$ cat src/rtl/cpu_pkg.sv
// Shared constants and operand-select helpers for the operand fetch stage.
package cpu_pkg;

    localparam int DATA_W = 32;
    localparam int ADDR_W = 5;
    localparam logic [ADDR_W-1:0] REG_ZERO = '0;

    // Where an operand comes from this cycle.
    typedef enum logic [1:0] {
        OPSEL_ZERO      = 2'd0,
        OPSEL_WB_BYPASS = 2'd1,
        OPSEL_RF        = 2'd2
    } opsel_e;

    // r0 reads as zero. A same-cycle write-back wins over the register file,
    // because the write only becomes visible on the read port after the edge.
    function automatic opsel_e op_select(input logic [ADDR_W-1:0] src,
                                         input logic              wb_wen,
                                         input logic [ADDR_W-1:0] wb_waddr);
        if (src == REG_ZERO)
            return OPSEL_ZERO;
        else if (wb_wen && (wb_waddr == src))
            return OPSEL_WB_BYPASS;
        else
            return OPSEL_RF;
    endfunction

endpackage

$ cat src/rtl/reg_scoreboard.sv
// Busy scoreboard: one bit per register marking an in-flight destination.
module reg_scoreboard
    import cpu_pkg::*;
#(
    parameter int ADDR_W = cpu_pkg::ADDR_W
) (
    input  logic              clk,
    input  logic              reset,
    input  logic              set_en,
    input  logic [ADDR_W-1:0] set_addr,
    input  logic              clr_en,
    input  logic [ADDR_W-1:0] clr_addr,
    input  logic [ADDR_W-1:0] lk_addr1,
    input  logic [ADDR_W-1:0] lk_addr2,
    input  logic [ADDR_W-1:0] lk_addr3,
    output logic              lk_busy1,
    output logic              lk_busy2,
    output logic              lk_busy3
);

    localparam int NUM_REGS = 2 ** ADDR_W;

    logic [NUM_REGS-1:0] busy_q;
    logic [NUM_REGS-1:0] busy_d;

    // Next busy vector: clear on write-back, then set on issue so a same-cycle
    // set of the same register wins. r0 never becomes busy.
    always_comb begin
        busy_d = busy_q;
        if (clr_en && (clr_addr != '0))
            busy_d[clr_addr] = 1'b0;
        if (set_en && (set_addr != '0))
            busy_d[set_addr] = 1'b1;
        busy_d[0] = 1'b0;
    end

    // Busy vector register.
    always_ff @(posedge clk) begin
        if (reset)
            busy_q <= '0;
        else
            busy_q <= busy_d;
    end

    // Lookups against the registered state.
    always_comb begin
        lk_busy1 = busy_q[lk_addr1];
        lk_busy2 = busy_q[lk_addr2];
        lk_busy3 = busy_q[lk_addr3];
    end

endmodule

$ cat src/rtl/operand_fetch.sv
// Operand fetch stage between decode and execute: drives the register file
// read ports, bypasses same-cycle write-back, interlocks RAW/WAW hazards and
// hands registered operands to EX over valid/ready.
module operand_fetch
    import cpu_pkg::*;
#(
    parameter int DATA_W = cpu_pkg::DATA_W,
    parameter int ADDR_W = cpu_pkg::ADDR_W
) (
    input  logic              clk,
    input  logic              reset,
    input  logic              id_valid,
    output logic              id_ready,
    input  logic [ADDR_W-1:0] id_rs,
    input  logic [ADDR_W-1:0] id_rt,
    input  logic [ADDR_W-1:0] id_rd,
    input  logic              id_wen,
    output logic [ADDR_W-1:0] raddr1,
    output logic [ADDR_W-1:0] raddr2,
    input  logic [DATA_W-1:0] rdata1,
    input  logic [DATA_W-1:0] rdata2,
    input  logic              wb_wen,
    input  logic [ADDR_W-1:0] wb_waddr,
    input  logic [DATA_W-1:0] wb_wdata,
    output logic              ex_valid,
    input  logic              ex_ready,
    output logic [DATA_W-1:0] ex_src1,
    output logic [DATA_W-1:0] ex_src2,
    output logic [ADDR_W-1:0] ex_dest,
    output logic              ex_wen
);

    logic              ex_valid_q, ex_valid_d;
    logic [DATA_W-1:0] ex_src1_q,  ex_src1_d;
    logic [DATA_W-1:0] ex_src2_q,  ex_src2_d;
    logic [ADDR_W-1:0] ex_dest_q,  ex_dest_d;
    logic              ex_wen_q,   ex_wen_d;

    logic              busy_rs, busy_rt, busy_rd;
    logic              stall, issue;
    opsel_e            sel1, sel2;
    logic [DATA_W-1:0] op1, op2;

    assign raddr1 = id_rs;
    assign raddr2 = id_rt;

    reg_scoreboard #(.ADDR_W(ADDR_W)) u_sb (
        .clk      (clk),
        .reset    (reset),
        .set_en   (issue && id_wen),
        .set_addr (id_rd),
        .clr_en   (wb_wen),
        .clr_addr (wb_waddr),
        .lk_addr1 (id_rs),
        .lk_addr2 (id_rt),
        .lk_addr3 (id_rd),
        .lk_busy1 (busy_rs),
        .lk_busy2 (busy_rt),
        .lk_busy3 (busy_rd)
    );

    // Hazard interlock: a busy register is only released early by a matching
    // write-back in this same cycle (its data is bypassed).
    always_comb begin
        logic blk_rs, blk_rt, blk_rd;
        blk_rs   = (id_rs != '0) && busy_rs && !(wb_wen && (wb_waddr == id_rs));
        blk_rt   = (id_rt != '0) && busy_rt && !(wb_wen && (wb_waddr == id_rt));
        blk_rd   = id_wen && (id_rd != '0) && busy_rd && !(wb_wen && (wb_waddr == id_rd));
        stall    = blk_rs || blk_rt || blk_rd;
        id_ready = !reset && !stall && (!ex_valid_q || ex_ready);
        issue    = id_valid && id_ready;
    end

    // Operand select: zero, write-back bypass, or register file.
    always_comb begin
        sel1 = op_select(id_rs, wb_wen, wb_waddr);
        sel2 = op_select(id_rt, wb_wen, wb_waddr);
        case (sel1)
            OPSEL_ZERO:      op1 = '0;
            OPSEL_WB_BYPASS: op1 = wb_wdata;
            default:         op1 = rdata1;
        endcase
        case (sel2)
            OPSEL_ZERO:      op2 = '0;
            OPSEL_WB_BYPASS: op2 = wb_wdata;
            default:         op2 = rdata2;
        endcase
    end

    // EX stage next state: load on issue, drop valid once consumed, else hold.
    always_comb begin
        ex_valid_d = ex_valid_q;
        ex_src1_d  = ex_src1_q;
        ex_src2_d  = ex_src2_q;
        ex_dest_d  = ex_dest_q;
        ex_wen_d   = ex_wen_q;
        if (issue) begin
            ex_valid_d = 1'b1;
            ex_src1_d  = op1;
            ex_src2_d  = op2;
            ex_dest_d  = id_rd;
            ex_wen_d   = id_wen;
        end else if (ex_valid_q && ex_ready) begin
            ex_valid_d = 1'b0;
        end
    end

    // EX stage registers.
    always_ff @(posedge clk) begin
        if (reset) begin
            ex_valid_q <= 1'b0;
            ex_src1_q  <= '0;
            ex_src2_q  <= '0;
            ex_dest_q  <= '0;
            ex_wen_q   <= 1'b0;
        end else begin
            ex_valid_q <= ex_valid_d;
            ex_src1_q  <= ex_src1_d;
            ex_src2_q  <= ex_src2_d;
            ex_dest_q  <= ex_dest_d;
            ex_wen_q   <= ex_wen_d;
        end
    end

    assign ex_valid = ex_valid_q;
    assign ex_src1  = ex_src1_q;
    assign ex_src2  = ex_src2_q;
    assign ex_dest  = ex_dest_q;
    assign ex_wen   = ex_wen_q;

endmodule

$ cat config.mk
export PLATFORM = sky130hd
export DESIGN_NAME = operand_fetch
export DESIGN_NICKNAME = d
export VERILOG_FILES = /design/src/rtl/cpu_pkg.sv /design/src/rtl/reg_scoreboard.sv /design/src/rtl/operand_fetch.sv
export SDC_FILE = /design/constraint.sdc
export NUM_CORES = 1
export LEC_CHECK = 0
export CAP_MARGIN = 40
export CELL_PAD_IN_SITES_DETAIL_PLACEMENT = 1
export CELL_PAD_IN_SITES_GLOBAL_PLACEMENT = 2
export CORE_ASPECT_RATIO = 0.75
export CORE_MARGIN = 3
export CORE_UTILIZATION = 29
export DETAILED_ROUTE_END_ITERATION = 8
export GPL_ROUTABILITY_DRIVEN = 0
export PLACE_DENSITY = 0.92
export RECOVER_POWER = 100
export SLEW_MARGIN = 20
export SYNTH_ARGS = -nofsm -noshare
export SYNTH_HDL_FRONTEND = slang
export SYNTH_HIERARCHICAL = 1
export SYNTH_SLANG_ARGS = --single-unit
export TNS_END_PERCENT = 20
$ cat constraint.sdc
create_clock -name clk -period 8.5 [get_ports clk]
set_clock_uncertainty 0.2 [all_clocks]
set_input_delay 0.85 -clock clk [delete_from_list [all_inputs] [get_ports clk]]
set_output_delay 0.85 -clock clk [all_outputs]
set_load 0.1 [all_outputs]
==> results_dict.tcl <==
set metrics [dict create \
    intPower_w 0.000921 \
    vdd_drop_max_mv 0.0977 \
    syn_nets 774 \
    pwr-share-clk_pct 31.9 \
    grt_max_degree 78 \
    tightest_slew_ps 2530 \
    hpwlAfterDp_mm 20.7 \
    rr_worst_depth 10 \
    viasPerCell 5.65 \
    r2r_start "u_sb/busy_q[20]" \
    finalSetupTns_ps 0 \
    seqPwrFrac_pct 35.1 \
    final_cells 1147 \
    path_clk_slew_ps 80 \
    synth-edff-count 0 \
    io_pins 204 \
    wl_per_cell_um 24.1 \
    arrival_ps 5390 \
    synth_area_leaders "dfxtp_1, mux2i_1, a31o_1, nor4_1, buf_6" \
    insertion_delay_ps 360 \
    critPathKind "primary input to primary output" \
    fillerInstances 2151 \
    switchingPower_w 0.000519 \
    synth_warnings 6 \
    synth_most_common_cell "dfxtp_1" \
    netlist_area_um2 6000 \
    hold_path_class "flip-flop to flip-flop" \
    synth_common_cells "dfxtp_1, mux2i_1, nor4_1" \
    die_h_um 131 \
    hold_viol 0 \
    synth_cell_types 42 \
    fin_nets 1010 \
    synth_area_per_cell_um2 9.20 \
    maxCapViolations 1 \
    grt-ovfl-total 0 \
    drt_iter0_drc 500 \
    drc 0 \
    core-area_um2 19800 \
    cts-hold-fix-buffers 0 \
    final_layout_size_suffix_gt1_share_pct 11.2 \
    critPathLaunchType "primary input" \
    htree_levels 3 \
    max_freq_mhz 155 \
    grt_pass1_wl_mm 40.9 \
    postLayoutCellArea_um2 9890 \
    swShare_pct 36.1 \
    yosysSeqAreaShare_pct 34.0 \
    powerDensity_nw_per_um2 146 \
    finalPower_w 0.00144 \
    place_area_um2 9810 \
    row_count 44 \
    cts_tree "yes" \
    syn-instance-count 652 \
    synth_ff_type "dfxtp_1" \
    rsz0062_at_grt "false" \
    synthArstFlopShare_pct 0 \
    initial_utilization_pct 30.3 \
    syn_to_final_growth_pct 64.9 \
    die_w_um 172 \
    clock-sinks 102 \
    yosys_register_bits 102 \
    synth_top_cell_area_share_pct 34.0 \
    outcome "finished, violations left" \
    period_needed_ps 6440 \
    vias 6485 \
    yosysTopAreaCell "dfxtp_1" \
    slew_violations 37 \
    io_buffers 203 \
    finalCoreUtilization_pct 49.9 \
    cts_buffers 9 \
    ant_nets 0 \
    cts-root-buf "clkbuf_16" \
    finalCritPeriodShare_pct 75.8 \
    dr.pass1.iters 4 \
    path_max_fanout 66 \
    dieArea_um2 22500 \
    dp_cells 1128 \
    end_kind "primary output" \
    comb_power_share_pct 33.1 \
    antenna_found_initial 0 \
    required_ps 7450 \
    leakagePower_nw 3.62 \
    routed_wl_mm 27.6 \
    timing.rr.end "ex_src1[20]" \
    ctsResizeCount 0 \
    hold_depth 2 \
    holdPathEnd "ex_dest[3]" \
    cts_buffer_depth 2 \
    setup_viol_count_final 0 \
    hold_start "ex_dest[3]" \
    r2r_slack_ps 3240 \
    relSlewSlack_pct -68.8 \
    violations "capacitance limit, slew limit" \
    post_cts_buffers 0 \
    grt_pass1_vias 6753 \
    gr-usage-all-layers_pct 23.7 \
]
==> state kept, by name, indices dropped and copies added, names as in the netlist <==
name,flops
ex_src1,32
ex_wen,1
ex_valid,1
ex_dest,5
ex_src2,32
u_sb/busy_q,31
==> worst max-delay path, cell delays in order <==
cell	delay [ps]
dlygate4sd3_1	970
mux4_2	570
nand2b_1	150
o211ai_1	120
nand4_1	110
o21ai_0	90
a31oi_1	90
or4_4	900
inv_1	130
clkdlybuf4s50_1	500
clkbuf_1	890
==> per-stage QoR <==
| stage | worst slack [ps] | hold slack, ps |
|---|---|---|
| after floorplan | 4120 | 265 |
| after detailed placement | 2560 | 257 |
| final | 2060 | 266 |
| after global placement | 2370 | 249 |
| after CTS | 2760 | 272 |
| after global routing | 1780 | 287 |
==> per-layer routing <==
| layer | routed length [um] | vias up | GRT usage [%] |
|---|---|---|---|
| met2 | 13700 | 275 | 41.9 |
| met3 | 1990 | 45 | 4.84 |
| met5 | 0 | - | 0 |
| met4 | 744 | 0 | 7.23 |
| met1 | 11200 | 3227 | 29.2 |
| li1 | - | 2938 | - |
==> layout by cell type (no fill, tap or decap), types with 4 or more instances in the layout <==
cell             count
mux2i_1             97
nor2_1              16
nand2_1             49
a22oi_1              6
nand3_1             17
a21oi_1             35
nand4_1              4
inv_1                8
xor2_1              12
nor4_1              67
buf_16              49
clkbuf_1            25
mux4_2               6
dlygate4sd3_1       57
clkbuf_16            9
o21ai_0             28
nand2b_1            14
buf_8               10
buf_4                7
dfxtp_1            102
o211ai_1             7
a31o_1              62
nor2b_1              7
clkdlybuf4s50_1    146
==> worst max-delay path by stage <==
stage | from | cells after the start | slack, ps | to
detailed placement | id_rd[1] | 14 | 2560 | u_sb/busy_q[19]
CTS | id_rd[1] | 11 | 2760 | id_ready
finish | id_rs[1] | 11 | 2060 | id_ready
global placement | id_rd[1] | 10 | 2370 | id_ready
global route | id_rs[2] | 11 | 1780 | ex_dest[4]
floorplan | id_rt[1] | 11 | 4120 | id_ready
==> power groups by stage <==
stage	Clock [W]	Combinational, W	Sequential, W
after floorplan	0	0.000141	0.000635
after global placement	0	0.000385	0.000514
after detailed placement	0	0.000493	0.000517
after CTS	0.000470	0.000496	0.000506
after global routing	0.000490	0.000494	0.000507
final	0.000459	0.000476	0.000506
==> kinds of logic (layout without fill, tap and decap cells) <==
family	Yosys count	count (layout)	share of synthesized area, %
xor gates and xnor gates	15	15	2.19
AOI/OAI and AO/OA	156	156	18.2
buffers and inverters	81	322	8.45
DFF	102	102	34.0
and+or+nand+nor	192	192	17.3
muxes	106	106	19.8
other	0	1	0
==> layout make-up <==
class / count / area [um^2] / area share, %
Antenna cell: 1 / 2.50 / 0.0253
Clock buffer: 9 / 225 / 2.28
Clock inverter: 7 / 103 / 1.04
Inverter: 10 / 37.5 / 0.380
Multi-Input combinational cell: 469 / 3460 / 35.0
Sequential cell: 102 / 2040 / 20.6
Tap cell: 253 / 317 / 3.20
Timing Repair Buffer: 296 / 3700 / 37.5
(Power assumes the default switching activity.)
